### src/rtl/id_ex_operand_stage.sv
// Decode-to-execute operand stage: latches decoded fields plus resolved operands, with writeback bypass and load-use stall.
// Optional ID_EX_STALL_COUNT_EN adds a saturating count of inserted load-use bubbles on stall_count.
module id_ex_operand_stage #(
    parameter int DATA_W = 16,
    parameter int REG_W  = 4,
    parameter int OPC_W  = 4,
    parameter int IMM_W  = 16
) (
    input  logic              clk,
    input  logic              rst,
    input  logic              id_valid,
    input  logic [REG_W-1:0]  id_src1,
    input  logic [REG_W-1:0]  id_src2,
    input  logic              id_use1,
    input  logic              id_use2,
    input  logic [REG_W-1:0]  id_dst,
    input  logic              id_we,
    input  logic              id_memread,
    input  logic [OPC_W-1:0]  id_opcode,
    input  logic [IMM_W-1:0]  id_imm,
    input  logic [DATA_W-1:0] rf_data1,
    input  logic [DATA_W-1:0] rf_data2,
    input  logic              wb_we,
    input  logic [REG_W-1:0]  wb_dst,
    input  logic [DATA_W-1:0] wb_data,
    input  logic              ex_hold,
    input  logic              flush,
`ifdef ID_EX_STALL_COUNT_EN
    output logic [15:0]       stall_count,
`endif
    output logic              stall_id,
    output logic              ex_valid,
    output logic [REG_W-1:0]  ex_src1_idx,
    output logic [REG_W-1:0]  ex_src2_idx,
    output logic [DATA_W-1:0] ex_op1,
    output logic [DATA_W-1:0] ex_op2,
    output logic [REG_W-1:0]  ex_dst,
    output logic              ex_we,
    output logic              ex_memread,
    output logic [OPC_W-1:0]  ex_opcode,
    output logic [IMM_W-1:0]  ex_imm
);

    logic              r_valid;
    logic [REG_W-1:0]  r_src1_idx;
    logic [REG_W-1:0]  r_src2_idx;
    logic [DATA_W-1:0] r_op1;
    logic [DATA_W-1:0] r_op2;
    logic [REG_W-1:0]  r_dst;
    logic              r_we;
    logic              r_memread;
    logic [OPC_W-1:0]  r_opcode;
    logic [IMM_W-1:0]  r_imm;

    logic [DATA_W-1:0] w_op1;
    logic [DATA_W-1:0] w_op2;
    logic              w_hazard;
    logic              w_snoop1;
    logic              w_snoop2;

    // The register file has no internal bypass, so a same-cycle writeback must be forwarded here.
    always_comb begin
        w_op1 = rf_data1;
        if (id_src1 == '0)
            w_op1 = '0;
        else if (wb_we && (wb_dst == id_src1))
            w_op1 = wb_data;

        w_op2 = rf_data2;
        if (id_src2 == '0)
            w_op2 = '0;
        else if (wb_we && (wb_dst == id_src2))
            w_op2 = wb_data;
    end

    assign w_hazard = r_valid && r_memread && r_we && (r_dst != '0) && id_valid &&
                      ((id_use1 && (id_src1 == r_dst)) || (id_use2 && (id_src2 == r_dst)));

    assign w_snoop1 = (r_src1_idx != '0) && wb_we && (wb_dst == r_src1_idx);
    assign w_snoop2 = (r_src2_idx != '0) && wb_we && (wb_dst == r_src2_idx);

    assign stall_id = w_hazard || ex_hold;

    always_ff @(posedge clk) begin
        if (rst) begin
            r_valid    <= 1'b0;
            r_src1_idx <= '0;
            r_src2_idx <= '0;
            r_op1      <= '0;
            r_op2      <= '0;
            r_dst      <= '0;
            r_we       <= 1'b0;
            r_memread  <= 1'b0;
            r_opcode   <= '0;
            r_imm      <= '0;
        end else if (flush) begin
            r_valid   <= 1'b0;
            r_we      <= 1'b0;
            r_memread <= 1'b0;
        end else if (ex_hold) begin
            // Held operands keep tracking writebacks so they are not stale on release.
            if (w_snoop1)
                r_op1 <= wb_data;
            if (w_snoop2)
                r_op2 <= wb_data;
        end else if (w_hazard) begin
            r_valid   <= 1'b0;
            r_we      <= 1'b0;
            r_memread <= 1'b0;
        end else begin
            r_valid    <= id_valid;
            r_src1_idx <= id_src1;
            r_src2_idx <= id_src2;
            r_op1      <= w_op1;
            r_op2      <= w_op2;
            r_dst      <= id_dst;
            r_we       <= id_we && id_valid;
            r_memread  <= id_memread && id_valid;
            r_opcode   <= id_opcode;
            r_imm      <= id_imm;
        end
    end

`ifdef ID_EX_STALL_COUNT_EN
    logic [15:0] r_stall_count;

    always_ff @(posedge clk) begin
        if (rst)
            r_stall_count <= '0;
        else if (!flush && !ex_hold && w_hazard && (r_stall_count != 16'hFFFF))
            r_stall_count <= r_stall_count + 16'd1;
    end

    assign stall_count = r_stall_count;
`endif

    assign ex_valid    = r_valid;
    assign ex_src1_idx = r_src1_idx;
    assign ex_src2_idx = r_src2_idx;
    assign ex_op1      = r_op1;
    assign ex_op2      = r_op2;
    assign ex_dst      = r_dst;
    assign ex_we       = r_we;
    assign ex_memread  = r_memread;
    assign ex_opcode   = r_opcode;
    assign ex_imm      = r_imm;

endmodule

### config.mk
export PLATFORM = sky130hd
export DESIGN_NAME = id_ex_operand_stage
export DESIGN_NICKNAME = d
export VERILOG_FILES = /design/src/rtl/id_ex_operand_stage.sv
export SDC_FILE = /design/constraint.sdc
export NUM_CORES = 1
export LEC_CHECK = 0
export BUFFER_PORTS_ARGS = -buffer_cell sky130_fd_sc_hd__buf_2
export CORE_MARGIN = 8
export CORE_UTILIZATION = 46
export CTS_CLUSTER_SIZE = 28
export DETAILED_ROUTE_END_ITERATION = 10
export PLACE_DENSITY = 0.81
export SYNTH_ARGS = -nofsm -noshare
export SYNTH_HDL_FRONTEND = slang
export SYNTH_SLANG_ARGS = --single-unit
### constraint.sdc
create_clock -name clk -period 2.21 [get_ports clk]
set_input_delay 0.221 -clock clk [delete_from_list [all_inputs] [get_ports clk]]
set_output_delay 0.221 -clock clk [all_outputs]
set_load 0.02 [all_outputs]
==> impl_metrics.json <==
{
  "status": "finished clean",
  "grt_pass1_vias": 3839,
  "synthesis.yosys.warnings": 0,
  "synth_xor_area_share_pct": 5.16,
  "clock-sinks": 67,
  "worst-setup-path-type": "reg2out",
  "rsz0062_at_grt": "no",
  "timing.final.ws_setup_ps": 144,
  "leakagePower_nw": 1.90,
  "worstSkewPairLatency_ps": 340,
  "place_congestion": 0.897,
  "start_util_pct": 47.4,
  "total_power_mw": 2.86,
  "syn_area_sq_um": 3220,
  "p_sw_mw": 0.903,
  "clock.fmax_mhz": 484,
  "die_width_microns": 99.7,
  "vias": 3676,
  "core_region_area_sq_um": 6790,
  "cp-start-kind": "flip-flop",
  "core.rowCount": 30,
  "worstSetupEndpointType": "output pin",
  "pwr-share-clk_pct": 32.1,
  "grt_pass1_wl_mm": 18.6,
  "fin_crit_ps": 2070,
  "holdWs_ps": 117,
  "drv_cap": 0,
  "fin_nets": 607,
  "ctsHoldBuffers": 0,
  "die_height_microns": 99.7,
  "tritoncts": "built",
  "post-route-period-util_pct": 93.5,
  "hpwlAfterDp_mm": 8.27,
  "power_per_cell_area_nw_per_um2": 657,
  "antenna_found_initial": 0,
  "ys_types": 32,
  "yosysSeqAreaShare_pct": 41.6,
  "p_comb_share_pct": 21.9,
  "drtIter0Drc": 297,
  "path_max_fanout": 28,
  "first_pass_iters": 5,
  "tightest_slew_ps": 1300,
  "drc": 0,
  "drtAntennaViolNets": 0,
  "yosys-top-cells-area": "dfxtp_1 42%, a221oi_2 9.3%, a22oi_1 7.5%",
  "synthMuxAreaShare_pct": 0,
  "synth_top_family_by_area": "compound AO/OA/AOI/OAI gates",
  "hold_viol": 0,
  "area_growth_syn_to_layout_pct": 35.3,
  "finClkSkew_ps": 12.7,
  "vias_per_cell": 5.99,
  "finalCoreUtilization_pct": 64.2,
  "synth_top_area_share_pct": 41.6,
  "syn_area_per_cell_sq_um": 8.93,
  "postSynthRegisterBits": 67,
  "relSlewSlack_pct": 13.0,
  "htree_levels": 3,
  "arrival_ps": 1840,
  "portBuffers": 161,
  "overflow": 0,
  "synth-edff-count": 0,
  "synth-compound-area-share_pct": 34.6,
  "synth-adder-area-share_pct": 0,
  "p_sw_share_pct": 31.5,
  "n_fill_cell": 622,
  "grt_max_degree": 68,
  "finalSetupViolations": 0,
  "grt.total_usage_pct": 22.7,
  "cts_buffers": 9,
  "synth_flop_cell": "dfxtp_1",
  "pin_count": 162,
  "worstPathRequired_ps": 1990,
  "die_area_sq_um": 9940,
  "seq_power_share_pct": 46.0,
  "antennaDiodeCount": 0,
  "cts_root_buf": "clkbuf_8",
  "netlist_instances": 361,
  "synth-simple-area-share_pct": 13.9,
  "drv_slew": 0,
  "async_reset_ff_share_pct": 0,
  "dpl_worst_slack_ps": -198,
  "p_int_mw": 1.96,
  "clock_path_buffers": 2,
  "wl_per_cell_microns": 18.6,
  "path_clk_slew_ps": 80,
  "hp-class": "in2reg",
  "peakVddDrop_mv": 0.472,
  "syn_nets": 455,
  "synth_top_area_cell": "dfxtp_1",
  "routed_wl_mm": 11.4,
  "drive_gt1_share_pct": 42.3
}
==> cell usage after synthesis, types with 4 or more instances <==
master	number
a41o_1	4
dfxtp_1	67
nand2_1	6
o21ai_0	32
clkbuf_1	22
nand4_1	6
nor2_1	35
buf_2	5
a221oi_2	20
a21oi_1	34
a22oi_1	32
nor3_1	6
xor2_1	9
nand3_1	32
a221oi_1	12
xnor2_1	10
==> critical path, stage by stage (launching register included) <==
cell     delay, ps
dfxtp_1        440
xor2_1         200
nor3_2          80
a41oi_4        320
buf_8          240
nand2_1         60
buf_2          160
==> flip-flops by register name, summed over array words and instances, names as in the netlist <==
register / flops
ex_src2_idx: 4
ex_dst: 4
ex_valid: 1
ex_opcode: 4
ex_imm: 16
ex_we: 1
ex_op1: 16
ex_src1_idx: 4
ex_memread: 1
ex_op2: 16
==> kinds of logic (layout without fill, tap and decap cells) <==
group,after synthesis,in the layout
AOI/OAI and AO/OA,145,145
and+or+nand+nor,95,95
xor gates and xnor gates,19,19
buffers and inverters,35,192
DFF,67,67
==> final timing paths <==
kind         startpoint    endpoint  slack (ps)  cells past startpoint
max           ex_dst[2]    stall_id         140                      6
min           id_dst[3]   ex_dst[3]         120                      3
max reg2reg   ex_dst[1]  ex_op1[14]         250                      6
min reg2reg   ex_imm[6]   ex_imm[6]         470                      2
==> power groups by stage <==
| stage | Sequential, mW | Combinational (mW) | Clock (mW) |
|---|---|---|---|
| final | 1.32 | 0.626 | 0.919 |
| after global routing | 1.33 | 0.678 | 0.981 |
| after CTS | 1.32 | 0.621 | 0.932 |
| after floorplan | 1.42 | 0.278 | 0 |
| after detailed placement | 1.34 | 0.616 | 0 |
| after global placement | 1.34 | 0.602 | 0 |
==> layout by cell type (no fill, tap or decap), types with 3 or more instances in the layout <==
cell type	n
a221oi_2	20
buf_4	8
nand4_1	6
nand3_1	32
xnor2_1	10
clkbuf_8	10
nor2_1	34
nor3_1	5
o21ai_0	32
xor2_1	9
dfxtp_1	65
buf_12	3
inv_1	3
a22oi_1	32
buf_2	161
a41o_1	4
a221oi_1	12
nand2_1	6
a21oi_1	34
clkinv_2	3
==> per-layer routing <==
layer / GRT usage [%] / routed length (microns)
met3: 7.89 / 1170
met5: 0 / 0
met1: 25.0 / 4120
met2: 37.9 / 5630
met4: 11.4 / 475
==> what timing repair did <==
| action | CTS | global route |
|---|---|---|
| buffers inserted | 0 | 1 |
| resized for setup | 3 | 7 |
| pin swaps | 0 | 2 |
| setup endpoints to repair | 2 | 23 |
==> final cells by class <==
| cell class | count | area [sq um] | share of cell area [%] |
|---|---|---|---|
| multi-input combinational | 259 | 1770 | 40.5 |
| sequential | 67 | 1340 | 30.8 |
| timing repair buffer | 173 | 941 | 21.6 |
| clock buffer | 10 | 138 | 3.16 |
| tap | 96 | 120 | 2.75 |
| clock inverter | 6 | 40.0 | 0.918 |
| inverter | 3 | 11.3 | 0.258 |
==> metrics by stage <==
step,setup TNS [ps],instances,cell area [sq um]
finish,0,614,4360
global route,0,614,4360
CTS,0,613,4330
detailed placement,-3830,597,4150
global placement,-1470,597,4150
floorplan,0,361,3220
Power figures use the tool's default switching activity.
